`src/rtl/ucsbece154a_muldiv_pkg.sv`:
```
// Shared definitions for the iterative RV32M multiply/divide unit:
// funct3 operation codes, FSM state encoding and operand-signedness helpers.
package ucsbece154a_muldiv_pkg;

    localparam int MULDIV_WIDTH = 32;

    typedef enum logic [2:0] {
        MULDIV_MUL    = 3'd0,
        MULDIV_MULH   = 3'd1,
        MULDIV_MULHSU = 3'd2,
        MULDIV_MULHU  = 3'd3,
        MULDIV_DIV    = 3'd4,
        MULDIV_DIVU   = 3'd5,
        MULDIV_REM    = 3'd6,
        MULDIV_REMU   = 3'd7
    } muldiv_op_e;

    typedef enum logic [1:0] {
        ST_IDLE = 2'd0,
        ST_CALC = 2'd1,
        ST_FIX  = 2'd2,
        ST_DONE = 2'd3
    } muldiv_state_e;

    // rs1 is treated as two's complement for these ops
    function automatic logic op_a_signed(input logic [2:0] op);
        logic s;
        case (op)
            MULDIV_MULH, MULDIV_MULHSU, MULDIV_DIV, MULDIV_REM: s = 1'b1;
            default:                                           s = 1'b0;
        endcase
        return s;
    endfunction

    // rs2 is treated as two's complement for these ops
    function automatic logic op_b_signed(input logic [2:0] op);
        logic s;
        case (op)
            MULDIV_MULH, MULDIV_DIV, MULDIV_REM: s = 1'b1;
            default:                             s = 1'b0;
        endcase
        return s;
    endfunction

endpackage

```
`src/rtl/ucsbece154a_muldiv_if.sv`:
```
// Request/response bundle between the core and the multiply/divide unit.
interface ucsbece154a_muldiv_if #(
    parameter int WIDTH = 32
);
    logic             start_i;
    logic             abort_i;
    logic [2:0]       op_i;
    logic [WIDTH-1:0] a_i;
    logic [WIDTH-1:0] b_i;
    logic [4:0]       rd_i;
    logic             busy_o;
    logic             done_o;
    logic [WIDTH-1:0] result_o;
    logic [4:0]       rd_o;
    logic             we_o;

    modport master (
        output start_i, abort_i, op_i, a_i, b_i, rd_i,
        input  busy_o, done_o, result_o, rd_o, we_o
    );

    modport slave (
        input  start_i, abort_i, op_i, a_i, b_i, rd_i,
        output busy_o, done_o, result_o, rd_o, we_o
    );
endinterface

```
`src/rtl/ucsbece154a_muldiv.sv`:
```
// Iterative RV32M multiply/divide unit. Operands are converted to magnitudes
// on acceptance, a shared 2*WIDTH accumulator runs WIDTH shift-add or
// restoring-divide steps, and a single fix-up cycle restores sign and picks
// the requested half. Latency is fixed for every op and operand value.
module ucsbece154a_muldiv
    import ucsbece154a_muldiv_pkg::*;
#(
    parameter int WIDTH = MULDIV_WIDTH
) (
    input logic                  clk,
    input logic                  reset,
    ucsbece154a_muldiv_if.slave  bus
);

    localparam int CNT_W = $clog2(WIDTH) + 1;
    localparam logic [CNT_W-1:0] CNT_LAST = CNT_W'(WIDTH - 1);

    function automatic logic [WIDTH-1:0] neg_w(input logic [WIDTH-1:0] v);
        return ~v + WIDTH'(1);
    endfunction

    function automatic logic [2*WIDTH-1:0] neg_2w(input logic [2*WIDTH-1:0] v);
        return ~v + (2*WIDTH)'(1);
    endfunction

    muldiv_state_e      state_r, state_s;
    muldiv_op_e         op_r;
    logic [2*WIDTH-1:0] acc_r, step_s, prod_s;
    logic [WIDTH-1:0]   opb_r, abs_a_s, abs_b_s, quot_s, rem_s, fix_s;
    logic [CNT_W-1:0]   cnt_r;
    logic [4:0]         rd_r, rd_out_r;
    logic               neg_r, rem_neg_r, div0_r, ovf_r;
    logic               a_neg_s, b_neg_s, div0_s, ovf_s, start_ok_s;
    logic [WIDTH:0]     mul_sum_s, trial_s, diff_s;
    logic               q_bit_s;
    logic [WIDTH-1:0]   result_r;
    logic               busy_r, done_r, we_r;

    assign start_ok_s = (state_r == ST_IDLE) && bus.start_i && !bus.abort_i;

    // Operand magnitudes and special-case flags captured on acceptance
    always_comb begin
        a_neg_s = op_a_signed(bus.op_i) & bus.a_i[WIDTH-1];
        b_neg_s = op_b_signed(bus.op_i) & bus.b_i[WIDTH-1];
        abs_a_s = a_neg_s ? neg_w(bus.a_i) : bus.a_i;
        abs_b_s = b_neg_s ? neg_w(bus.b_i) : bus.b_i;
        div0_s  = bus.op_i[2] && (bus.b_i == {WIDTH{1'b0}});
        ovf_s   = ((bus.op_i == MULDIV_DIV) || (bus.op_i == MULDIV_REM)) &&
                  (bus.a_i == {1'b1, {(WIDTH-1){1'b0}}}) &&
                  (bus.b_i == {WIDTH{1'b1}});
    end

    // Next-state logic; abort always wins and DONE lasts a single cycle
    always_comb begin
        state_s = state_r;
        case (state_r)
            ST_IDLE: begin
                if (start_ok_s) state_s = ST_CALC;
                else            state_s = ST_IDLE;
            end
            ST_CALC: begin
                if (bus.abort_i)            state_s = ST_IDLE;
                else if (cnt_r == CNT_LAST) state_s = ST_FIX;
                else                        state_s = ST_CALC;
            end
            ST_FIX: begin
                if (bus.abort_i) state_s = ST_IDLE;
                else             state_s = ST_DONE;
            end
            ST_DONE: state_s = ST_IDLE;
            default: state_s = ST_IDLE;
        endcase
    end

    // One shift-add (mul) or restoring-subtract (div) iteration on the accumulator
    always_comb begin
        mul_sum_s = {1'b0, acc_r[2*WIDTH-1:WIDTH]} +
                    (acc_r[0] ? {1'b0, opb_r} : {(WIDTH+1){1'b0}});
        trial_s   = acc_r[2*WIDTH-1:WIDTH-1];
        diff_s    = trial_s - {1'b0, opb_r};
        q_bit_s   = ~diff_s[WIDTH];
        if (op_r[2]) begin
            step_s = {(q_bit_s ? diff_s[WIDTH-1:0] : trial_s[WIDTH-1:0]),
                      acc_r[WIDTH-2:0], q_bit_s};
        end else begin
            step_s = {mul_sum_s, acc_r[WIDTH-1:1]};
        end
    end

    // Sign correction, special cases and half select applied in FIX
    always_comb begin
        prod_s = neg_r ? neg_2w(acc_r) : acc_r;
        if (div0_r)     quot_s = {WIDTH{1'b1}};
        else if (ovf_r) quot_s = {1'b1, {(WIDTH-1){1'b0}}};
        else if (neg_r) quot_s = neg_w(acc_r[WIDTH-1:0]);
        else            quot_s = acc_r[WIDTH-1:0];
        if (ovf_r)          rem_s = {WIDTH{1'b0}};
        else if (rem_neg_r) rem_s = neg_w(acc_r[2*WIDTH-1:WIDTH]);
        else                rem_s = acc_r[2*WIDTH-1:WIDTH];
        case (op_r)
            MULDIV_MUL:                              fix_s = prod_s[WIDTH-1:0];
            MULDIV_MULH, MULDIV_MULHSU, MULDIV_MULHU: fix_s = prod_s[2*WIDTH-1:WIDTH];
            MULDIV_DIV, MULDIV_DIVU:                 fix_s = quot_s;
            MULDIV_REM, MULDIV_REMU:                 fix_s = rem_s;
            default:                                 fix_s = {WIDTH{1'b0}};
        endcase
    end

    // FSM state register
    always_ff @(posedge clk or posedge reset) begin
        if (reset) state_r <= ST_IDLE;
        else       state_r <= state_s;
    end

    // Operand latch on acceptance and one datapath iteration per CALC edge
    always_ff @(posedge clk or posedge reset) begin
        if (reset) begin
            acc_r     <= {(2*WIDTH){1'b0}};
            opb_r     <= {WIDTH{1'b0}};
            cnt_r     <= {CNT_W{1'b0}};
            op_r      <= MULDIV_MUL;
            rd_r      <= 5'd0;
            neg_r     <= 1'b0;
            rem_neg_r <= 1'b0;
            div0_r    <= 1'b0;
            ovf_r     <= 1'b0;
        end else if (start_ok_s) begin
            acc_r     <= {{WIDTH{1'b0}}, abs_a_s};
            opb_r     <= abs_b_s;
            cnt_r     <= {CNT_W{1'b0}};
            op_r      <= muldiv_op_e'(bus.op_i);
            rd_r      <= bus.rd_i;
            neg_r     <= a_neg_s ^ b_neg_s;
            rem_neg_r <= a_neg_s;
            div0_r    <= div0_s;
            ovf_r     <= ovf_s;
        end else if (state_r == ST_CALC) begin
            acc_r <= step_s;
            cnt_r <= cnt_r + CNT_W'(1);
        end
    end

    // Registered status flags and result/destination hold registers
    always_ff @(posedge clk or posedge reset) begin
        if (reset) begin
            busy_r   <= 1'b0;
            done_r   <= 1'b0;
            we_r     <= 1'b0;
            result_r <= {WIDTH{1'b0}};
            rd_out_r <= 5'd0;
        end else begin
            busy_r <= (state_s == ST_CALC) || (state_s == ST_FIX);
            done_r <= (state_s == ST_DONE);
            we_r   <= (state_s == ST_DONE) && (rd_r != 5'd0);
            if ((state_r == ST_FIX) && (state_s == ST_DONE)) begin
                result_r <= fix_s;
                rd_out_r <= rd_r;
            end
        end
    end

    assign bus.busy_o   = busy_r;
    assign bus.done_o   = done_r;
    assign bus.we_o     = we_r;
    assign bus.result_o = result_r;
    assign bus.rd_o     = rd_out_r;

endmodule

```
`src/flat_wrapper.sv`:
```
// flat-port wrapper written by rule: the top's interface ports become plain ports
module ucsbece154a_muldiv_flat import ucsbece154a_muldiv_pkg::*;
#(
    parameter int WIDTH = MULDIV_WIDTH
)
  (clk, reset, bus_start_i, bus_abort_i, bus_op_i, bus_a_i, bus_b_i, bus_rd_i, bus_busy_o, bus_done_o, bus_result_o, bus_rd_o, bus_we_o);
  ucsbece154a_muldiv_if #(.WIDTH(WIDTH)) bus_i ();
  input logic clk;
  input logic reset;
  input wire logic [$bits(bus_i.start_i)-1:0] bus_start_i;
  input wire logic [$bits(bus_i.abort_i)-1:0] bus_abort_i;
  input wire logic [$bits(bus_i.op_i)-1:0] bus_op_i;
  input wire logic [$bits(bus_i.a_i)-1:0] bus_a_i;
  input wire logic [$bits(bus_i.b_i)-1:0] bus_b_i;
  input wire logic [$bits(bus_i.rd_i)-1:0] bus_rd_i;
  output wire logic [$bits(bus_i.busy_o)-1:0] bus_busy_o;
  output wire logic [$bits(bus_i.done_o)-1:0] bus_done_o;
  output wire logic [$bits(bus_i.result_o)-1:0] bus_result_o;
  output wire logic [$bits(bus_i.rd_o)-1:0] bus_rd_o;
  output wire logic [$bits(bus_i.we_o)-1:0] bus_we_o;
  assign bus_i.start_i = bus_start_i;
  assign bus_i.abort_i = bus_abort_i;
  assign bus_i.op_i = bus_op_i;
  assign bus_i.a_i = bus_a_i;
  assign bus_i.b_i = bus_b_i;
  assign bus_i.rd_i = bus_rd_i;
  assign bus_busy_o = bus_i.busy_o;
  assign bus_done_o = bus_i.done_o;
  assign bus_result_o = bus_i.result_o;
  assign bus_rd_o = bus_i.rd_o;
  assign bus_we_o = bus_i.we_o;
  ucsbece154a_muldiv #(.WIDTH(WIDTH)) u_core (.clk(clk), .reset(reset), .bus(bus_i));
endmodule
```
`config.mk`:
```
export PLATFORM = sky130hd
export DESIGN_NAME = ucsbece154a_muldiv_flat
export DESIGN_NICKNAME = d
export VERILOG_FILES = /design/src/rtl/ucsbece154a_muldiv_pkg.sv /design/src/rtl/ucsbece154a_muldiv_if.sv /design/src/rtl/ucsbece154a_muldiv.sv /design/src/flat_wrapper.sv
export SDC_FILE = /design/constraint.sdc
export NUM_CORES = 1
export LEC_CHECK = 0
export CORE_MARGIN = 2
export CORE_UTILIZATION = 50
export CTS_BUF_LIST = sky130_fd_sc_hd__clkbuf_2 sky130_fd_sc_hd__clkbuf_4 sky130_fd_sc_hd__clkbuf_8
export DETAILED_ROUTE_END_ITERATION = 8
export GPL_TIMING_DRIVEN = 0
export HOLD_SLACK_MARGIN = 0.12
export PLACE_DENSITY_LB_ADDON = 0.1
export REMOVE_ABC_BUFFERS = 1
export SYNTH_ARGS = -nofsm -noshare
export SYNTH_HDL_FRONTEND = slang
export SYNTH_SLANG_ARGS = --single-unit
```
`constraint.sdc`:
```
create_clock -name clk -period 13.93 [get_ports clk]
set_clock_uncertainty 0.05 [all_clocks]
set_input_delay 1.393 -clock clk [delete_from_list [all_inputs] [get_ports clk]]
set_output_delay 1.393 -clock clk [all_outputs]
set_load 0.01 [all_outputs]
```
==> out/qor.yml, run 1 <==
layout:
  nFillCells: 2617
  final_cell_mix: "nand2_1, o21ai_0, dfrtp_1"
  layout-drive-gt1-share: 0.0434
  syn2layout_area_growth_pct: 13.0
  diodes: 0
  nets: 2025
  instances_no_fill: 2267
  layout.cells.most_common: "nand2_1"
yosys:
  synth.distinct_cells: 73
  syn-cell-area_um2: 14300
  ys_seq_elements: 156
  dominantRegCellSynth: "dfrtp_1"
  async_flop_share: 1.00
  synth_edf_count: 0
  synth.yosys.warnings: 0
  syn_inst: 1849
  syn_area_per_cell_um2: 7.73
  ys_seq_area_frac: 0.273
global_route:
  grt_max_degree: 90
  use_met1: 0.434
  grt.total_usage: 0.297
  grt_use_met2: 0.447
  antenna_found_initial: 0
  use_met3: 0.0499
  grt_pass1_vias: 13000
  grt_pass1_wl_um: 71800
  grt-busiest-layer: "met2"
  grt_overflow: 0
timing:
  clock.fmax_ghz: 0.228
  period_minus_slack_ps: 4390
  worstMarginPinSlew_ps: 1370
  hold_viol: 0
  maxSlewViolCount: 0
  tns_ps: 0
  fin_crit_sh: 0.315
  hold_ws_ps: 428
  timing.final.ws_setup_ps: 9540
  relSlewSlack: 0.0855
  setup_viol: 0
  rsz0062_at_grt: "false"
routing:
  drcViolationCount: 0
  drt-initial-drc-count: 1491
  postRouteAntennaNets: 0
  wl_um: 44800
  firstDrtPassIters: 7
  drt-wirelength-per-cell_um: 19.7
  vias_per_cell: 6.23
  dr_total_vias: 14100
power_and_ir_drop:
  p_per_area_nw_per_um2: 179
  p_total_mw: 2.89
  irDropWorstVdd_v: 0.0000907
  p_leak_nw: 6.62
critical_path:
  crit_family: "simple AND/OR/NAND/NOR gates"
  cp_max_fo: 4
  worstPathRequired_ps: 14240
  crit_path_frequent_cell: "or4_1"
  worstSetupPathType: "in2reg"
  cp.buffers_inverters: 1
  endpoint_kind: "register"
  crit_path_top_delay_cell: "nor4_1"
  worstSetupStartpointType: "primary input"
  crit_chain: "clkdlybuf4s50_1 -> or4_1 -> or2_2 -> or4_1 -> nor4_1 -> nor2b_1 -> a31oi_1 -> xnor2_1 -> o21ai_0"
  cp.arrival_ps: 4700
  slowest_delay_ps: 690
floorplanning:
  die_h_um: 173
  die_w_um: 173
  num_rows: 61
  initial_core_util: 0.511
  dieArea_um2: 29900
  core_um2: 27900
  pin_count: 116
clock_network:
  cts_setup_buffers: 0
  clk_pin_slew_ps: 90
  ctsResizeCount: 0
  worstSkewPairLatency_ps: 490
  cts_buffers: 17
  cts_tree: "yes"
  root_buffer: "clkbuf_8"
  holdBufCountCts: 0
  ctsHtreeMaxLevel: 4
  cts.sink_count: 156
  cts_max_path_buffers: 2
placed_design:
  dp.cells: 2234
  gp_congestion: 0.937
  hpwlAfterDp_um: 34000
  pre_cts_ws_ps: 9020
  port-buffer-count: 115
run_status:
  status: "complete, no violations"
job:
  cap_violations: 0
hold_path:
  hold_path_class: "reg2reg"
worst min-delay path, stage by stage (launching register included):
cell	delay, ps
dfrtp_1	350
nand2_1	50
nand2_1	50
flip-flops by register name, indices dropped and copies added (netlist names):
name,cells
u_core.acc_r,64
u_core.bus.result_o,32
u_core.opb_r,32
u_core.cnt_r,6
u_core.bus.rd_o,5
u_core.rd_r,5
u_core.op_r,3
u_core.state_r,2
u_core.bus.busy_o,1
u_core.bus.done_o,1
u_core.bus.we_o,1
u_core.div0_r,1
u_core.neg_r,1
u_core.ovf_r,1
u_core.rem_neg_r,1
worst paths after layout:
check	start	endpoint	slack (ps)	depth (start not counted)
min in group asynchronous	reset	u_core.bus.rd_o[3]	1330	2
max in group asynchronous	reset	u_core.op_r[2]	11660	3
worst max-delay path	bus_a_i[7]	u_core.acc_r[29]	9540	9
worst min register to register	u_core.bus.rd_o[4]	u_core.bus.rd_o[4]	430	2
worst max register to register	u_core.acc_r[0]	u_core.acc_r[62]	9560	12
worst min-delay path	u_core.bus.rd_o[4]	u_core.bus.rd_o[4]	430	2
layer usage:
metal | share of wire | vias to the layer above | wire length, um
li1 | - | 6748 | -
met1 | 0.46 | 6720 | 20600
met2 | 0.43 | 586 | 19300
met3 | 0.083 | 71 | 3690
met4 | 0.025 | 0 | 1140
met5 | 0 | - | 0
cells in the mapped netlist, drive strengths merged (21+ instances only):
cell / number / area share
ha: 71 / 0.062
mux2i: 59 / 0.041
nor4: 21 / 0.011
a22oi: 24 / 0.013
inv: 69 / 0.018
a31oi: 26 / 0.012
nor3: 35 / 0.012
xor2: 95 / 0.058
nand3: 34 / 0.012
nand4: 24 / 0.012
xnor2: 93 / 0.057
or3: 21 / 0.0092
o31ai: 30 / 0.016
dfrtp: 156 / 0.27
o211ai: 36 / 0.019
o21ai: 195 / 0.068
a21oi: 120 / 0.042
nor2: 137 / 0.036
clkbuf: 106 / 0.028
nand2: 252 / 0.066
final cells by class:
class,instances,area [um^2],area share
well taps,378,473,0.0293
multi-input cells,1504,9690,0.600
inverters,69,267,0.0165
clock inverters,12,163,0.0101
clock buffers,20,263,0.0163
flip-flops and latches,156,3910,0.242
repair buffers,128,1380,0.0855
where the power goes:
group          leakage [nW]  internal (mW)  switching [mW]
combinational          4.40          0.708            1.00
sequential             2.00          0.548           0.249
clock                 0.211          0.188           0.193
kinds of logic (layout without fill, tap and decap cells):
| group | Yosys count | in the layout | synth area share |
|---|---|---|---|
| adder cells (fa/ha/maj) | 73 | 73 | 0.0650 |
| AND/OR/NAND/NOR | 610 | 610 | 0.202 |
| XOR/XNOR | 188 | 188 | 0.115 |
| multiplexers | 61 | 61 | 0.0429 |
| AO/OA/AOI/OAI | 572 | 572 | 0.251 |
| buffers and inverters | 189 | 229 | 0.0509 |
| flip-flops | 156 | 156 | 0.273 |
through the flow:
stage / util / instance area, um^2
2_1_floorplan: - / 13800
3_3_place_gp: 0.553 / 15400
3_5_place_dp: 0.562 / 15700
4_1_cts: 0.577 / 16100
5_1_grt: 0.578 / 16100
6_report: 0.578 / 16100
(Power assumes the default switching activity.)
==> inputs of run 2 (changes only) <==
- clock period: 13.93 -> 4.6 ns (I/O delays scaled with it)
==> out/qor.yml, run 2 (synthesized netlist as in run 1, its figures left out) <==
floorplanning:
  dieArea_um2: 29900  # unchanged
  num_rows: 61  # unchanged
  initial_core_util: 0.511  # unchanged
  pin_count: 116  # unchanged
  core_um2: 27900  # unchanged
  die_w_um: 173  # unchanged
  die_h_um: 173  # unchanged
placed_design:
  dp.cells: 2234  # unchanged
  port-buffer-count: 115  # unchanged
  hpwlAfterDp_um: 34000  # unchanged
  pre_cts_ws_ps: 310  # -8710 ps
  dpl_cell_area_um2: 15700  # unchanged
  gp_congestion: 0.937  # unchanged
clock_network:
  worstSkewPairLatency_ps: 490  # about the same
  cts.sink_count: 156  # unchanged
  cts_tree: "yes"
  cts_setup_buffers: 0  # unchanged
  ctsHtreeMaxLevel: 4  # unchanged
  clk_pin_slew_ps: 100  # about the same
  root_buffer: "clkbuf_8"
  cts_max_path_buffers: 2  # unchanged
  cts_buffers: 17  # unchanged
critical_path:
  worstSetupPathType: "reg2reg"
  cp.arrival_ps: 4630  # -70 ps
  cp_max_fo: 16  # +12
  worstPathRequired_ps: 4940  # -9300 ps
  endpoint_kind: "register"
  r2r-start: "u_core.acc_r[0]"
  cp-startpoint: "u_core.acc_r[0]"
  worstSetupStartpointType: "register"
routing:
  drt-wirelength-per-cell_um: 19.8  # +0.50%
  dr_total_vias: 14200  # +0.53%
  vias_per_cell: 6.26  # +0.49%
  firstDrtPassIters: 5  # -2
  drcViolationCount: 0  # unchanged
  postRouteAntennaNets: 0  # unchanged
  drt-initial-drc-count: 1554  # +4.2%
  wl_um: 45000  # +0.54%
run_status:
  status: "complete, no violations"
layout:
  instances_no_fill: 2268  # +0.044%
  final_area_um2: 16200  # about the same
  nets: 2026  # +0.049%
  postLayoutCoreUtil: 0.578  # about the same
  layout.cells.most_common: "nand2_1"
  syn2layout_area_growth_pct: 13.1  # about the same
  layout-drive-gt1-share: 0.0444  # +0.00104
  diodes: 0  # unchanged
  largest_register: "u_core.acc_r"
  final_cell_mix: "nand2_1, o21ai_0, dfrtp_1"
  largest_reg_flops: 64  # unchanged
global_route:
  grt_overflow: 0  # unchanged
  antenna_found_initial: 0  # unchanged
  grt.total_usage: 0.297  # unchanged
  grt_pass1_vias: 13000  # unchanged
  grt_max_degree: 90  # unchanged
  grt_pass1_wl_um: 71800  # unchanged
job:
  cap_violations: 0  # unchanged
hold_path:
  hold_path_class: "in2async"
power_and_ir_drop:
  seq_power_share: 0.277  # about the same
  p_clk_frac: 0.132  # about the same
  power.internal_mw: 4.37  # +200%
  p_leak_nw: 6.61  # about the same
  p_comb_frac: 0.592  # about the same
  irDropWorstVdd_v: 0.000275  # +200%
  p_per_area_nw_per_um2: 543  # +200%
  switching_share: 0.501  # +0.00137
  p_total_mw: 8.77  # +200%
  switchingPower_mw: 4.40  # +200%
timing:
  setup_viol: 0  # unchanged
  period_minus_slack_ps: 4290
  relSlewSlack: 0.0883  # +0.00280
  tns_ps: 0  # unchanged
  maxSlewViolCount: 0  # unchanged
  timing.final.ws_setup_ps: 312  # -9230 ps
  rsz0062_at_grt: "false"
  hold_ws_ps: 385  # -42.9 ps
  clock.fmax_ghz: 0.233
  hold_viol: 0  # unchanged
  worstMarginPinSlew_ps: 1360  # -4.19 ps
  fin_crit_sh: 0.932
==> run 2: area by class of cell <==
cell class | instances | area [um^2]
Fill cell | 2617 | 11800
Multi-Input combinational cell | 1504 | 9690
Sequential cell | 156 | 3910
Timing Repair Buffer | 128 | 1380
Tap cell | 378 | 473
Inverter | 69 | 270
Clock buffer | 20 | 263
Clock inverter | 12 | 163
Timing Repair inverter | 1 | 7.51
==> run 2: power by group through the flow <==
stage,combinational [mW],clock [mW],sequential [mW]
detailed placement,5.06,0,2.41
global route,5.74,1.23,2.46
global placement,4.68,0,2.39
CTS,5.09,1.18,2.38
floorplan,3.84,0,2.15
finish,5.19,1.16,2.42
==> run 2: layer usage <==
metal,share of wire,track usage
met4,0.027,0.0922
met5,0,0
met3,0.076,0.0499
met2,0.43,0.447
met1,0.46,0.434
==> run 2: final timing paths <==
path | slack [ps] | cells after the start | end
setup / recovery | 310 | 12 | u_core.acc_r[62]
hold / removal | 390 | 2 | u_core.bus.rd_o[3]
setup reg to reg | 310 | 12 | u_core.acc_r[62]
hold reg to reg | 430 | 2 | u_core.bus.rd_o[4]
max in group asynchronous | 3280 | 3 | u_core.op_r[2]
min in group clk | 430 | 2 | u_core.bus.rd_o[4]
==> run 2: timing repair <==
| action | 4_1_cts | 5_1_grt |
|---|---|---|
| resized for setup | 0 | 2 |
| hold buffers | 0 | 0 |
| setup endpoints to repair | 0 | 3 |
| endpoints found under the hold margin | 0 | 0 |
==> run 2: critical path, stage by stage, from the launching register on <==
cell and delay [ps]:
dfrtp_1 800, clkinvlp_4 550, nor2_1 200, ha_1 290
o211ai_1 220, o211ai_1 190, a31oi_1 570, nor4_1 170
o21ai_0 380, a21o_1 230, a31o_2 170, xnor2_1 60
a221o_1 310
==> inputs of run 3 (changes only) <==
- TNS_END_PERCENT: default -> 10
- clock period: 4.6 -> 4.5 ns (I/O delays scaled with it)
==> out/qor.yml, run 3 (synthesized netlist as in run 1, its figures left out) <==
power_and_ir_drop:
  p_per_area_nw_per_um2: 555  # +2.3%
  p_total_mw: 8.97  # +2.3%
  p_leak_nw: 6.61  # about the same
  irDropWorstVdd_v: 0.000284  # +3.1%
global_route:
  grt_overflow: 0  # unchanged
  grt_max_degree: 90  # unchanged
  grt_pass1_vias: 13000  # unchanged
  antenna_found_initial: 0  # unchanged
  grt_pass1_wl_um: 71800  # unchanged
  grt.total_usage: 0.297  # unchanged
routing:
  vias_per_cell: 6.26  # unchanged
  drt-wirelength-per-cell_um: 19.9  # +0.16%
  drt-initial-drc-count: 1547  # -0.45%
  wl_um: 45100  # +0.16%
  dr_total_vias: 14200  # unchanged
  drcViolationCount: 0  # unchanged
  firstDrtPassIters: 5  # unchanged
  postRouteAntennaNets: 0  # unchanged
clock_network:
  cts.sink_count: 156  # unchanged
  ctsHtreeMaxLevel: 4  # unchanged
  clk_pin_slew_ps: 100  # about the same
  cts_buffers: 17  # unchanged
  worstSkewPairLatency_ps: 490  # about the same
  holdBufCountCts: 0  # unchanged
  cts_tree: "yes"
  cts_max_path_buffers: 2  # unchanged
  root_buffer: "clkbuf_8"
critical_path:
  worstSetupStartpointType: "register"
  cp_max_fo: 12  # -4
  worstPathRequired_ps: 4870  # -70 ps
  worstSetupPathType: "reg2reg"
  endpoint_kind: "register"
  cp.arrival_ps: 4620  # about the same
timing:
  period_minus_slack_ps: 4260  # -32.1 ps
  fin_crit_sh: 0.946  # +0.0136
  timing.final.ws_setup_ps: 244  # -67.9 ps
  rsz0062_at_grt: "false"
  setup_viol: 0  # unchanged
  tns_ps: 0  # unchanged
  clock.fmax_ghz: 0.235  # +0.75%
  maxSlewViolCount: 0  # unchanged
  hold_viol: 0  # unchanged
  relSlewSlack: 0.0823  # -0.00599
  worstMarginPinSlew_ps: 1370  # +8.96 ps
layout:
  seq_area_um2: 3910  # about the same
  layout.cells.most_common: "nand2_1"
  diodes: 0  # unchanged
  largest_reg_flops: 64  # unchanged
  final_cell_mix: "nand2_1, o21ai_0, dfrtp_1"
  nets: 2026  # unchanged
  nFillCells: 2619  # +0.076%
  layout-drive-gt1-share: 0.0450  # +0.000529
  largest_register: "u_core.acc_r"
  syn2layout_area_growth_pct: 13.1  # about the same
  multiInputGateArea_um2: 9690  # unchanged
run_status:
  status: "complete, no violations"
hold_path:
  hold_path_class: "in2async"
placed_design:
  pre_cts_ws_ps: 210  # -100 ps
  gp_congestion: 0.937  # unchanged
  hpwlAfterDp_um: 34000  # unchanged
  port-buffer-count: 115  # unchanged
floorplanning:
  dieArea_um2: 29900  # unchanged
  die_w_um: 173  # unchanged
  die_h_um: 173  # unchanged
  num_rows: 61  # unchanged
  initial_core_util: 0.511  # unchanged
  pin_count: 116  # unchanged
  core_um2: 27900  # unchanged
job:
  cap_violations: 0  # unchanged
==> run 3: final cells by class <==
type,count,area share
Clock buffer,20,0.0163
Inverter,69,0.0167
Clock inverter,12,0.0101
Sequential cell,156,0.242
Tap cell,378,0.0293
Multi-Input combinational cell,1504,0.600
Timing Repair Buffer,128,0.0855
Timing Repair inverter,1,0.000465
==> run 3: final timing paths <==
path	start	cells past startpoint	slack [ps]	end
max	u_core.acc_r[31]	12	240	u_core.acc_r[57]
min	reset	2	380	u_core.bus.rd_o[3]
min in group clk	u_core.bus.rd_o[4]	2	430	u_core.bus.rd_o[4]
min reg2reg	u_core.bus.rd_o[4]	2	430	u_core.bus.rd_o[4]
max reg2reg	u_core.acc_r[31]	12	240	u_core.acc_r[57]
max in group asynchronous	reset	3	3190	u_core.op_r[2]
==> run 3: critical path, cell delays in order, from the launching register on <==
cell	delay [ps]
dfrtp_1	540
inv_1	80
ha_1	220
fa_1	390
nand2b_1	210
a211oi_1	500
o2111ai_1	280
a2111o_1	570
mux2i_1	210
nor2_4	380
nand2_1	350
a31o_2	330
o211ai_1	80
==> run 3: repair_timing <==
item	in CTS	in global routing
resized for setup	0	3
setup endpoints to repair	0	6
buffers inserted	0	0
==> run 3: metal layers <==
layer  vias up  part of all wire  global-route usage
li1       6747                 -                   -
met1      6831              0.47               0.434
met2       542              0.43               0.447
met3        80             0.074              0.0499
met4         0             0.026              0.0922
met5         -                 0                   0
==> run 3: per-stage QoR <==
step           hold slack [ps]  cell area [um^2]  utilization  cells
6_report                   376             16200        0.578   2268
5_1_grt                    408             16200        0.578   2268
4_1_cts                    391             16100        0.577   2266
3_5_place_dp               412             15700        0.562   2234
3_3_place_gp               402             15400        0.553   2222
2_1_floorplan              400             13800            -   1729
==> run 3: power by group <==
group | leakage (nW) | switching, mW | internal (mW)
Sequential | 2.00 | 0.784 | 1.70
Clock | 0.211 | 0.602 | 0.582
Combinational | 4.40 | 3.11 | 2.19
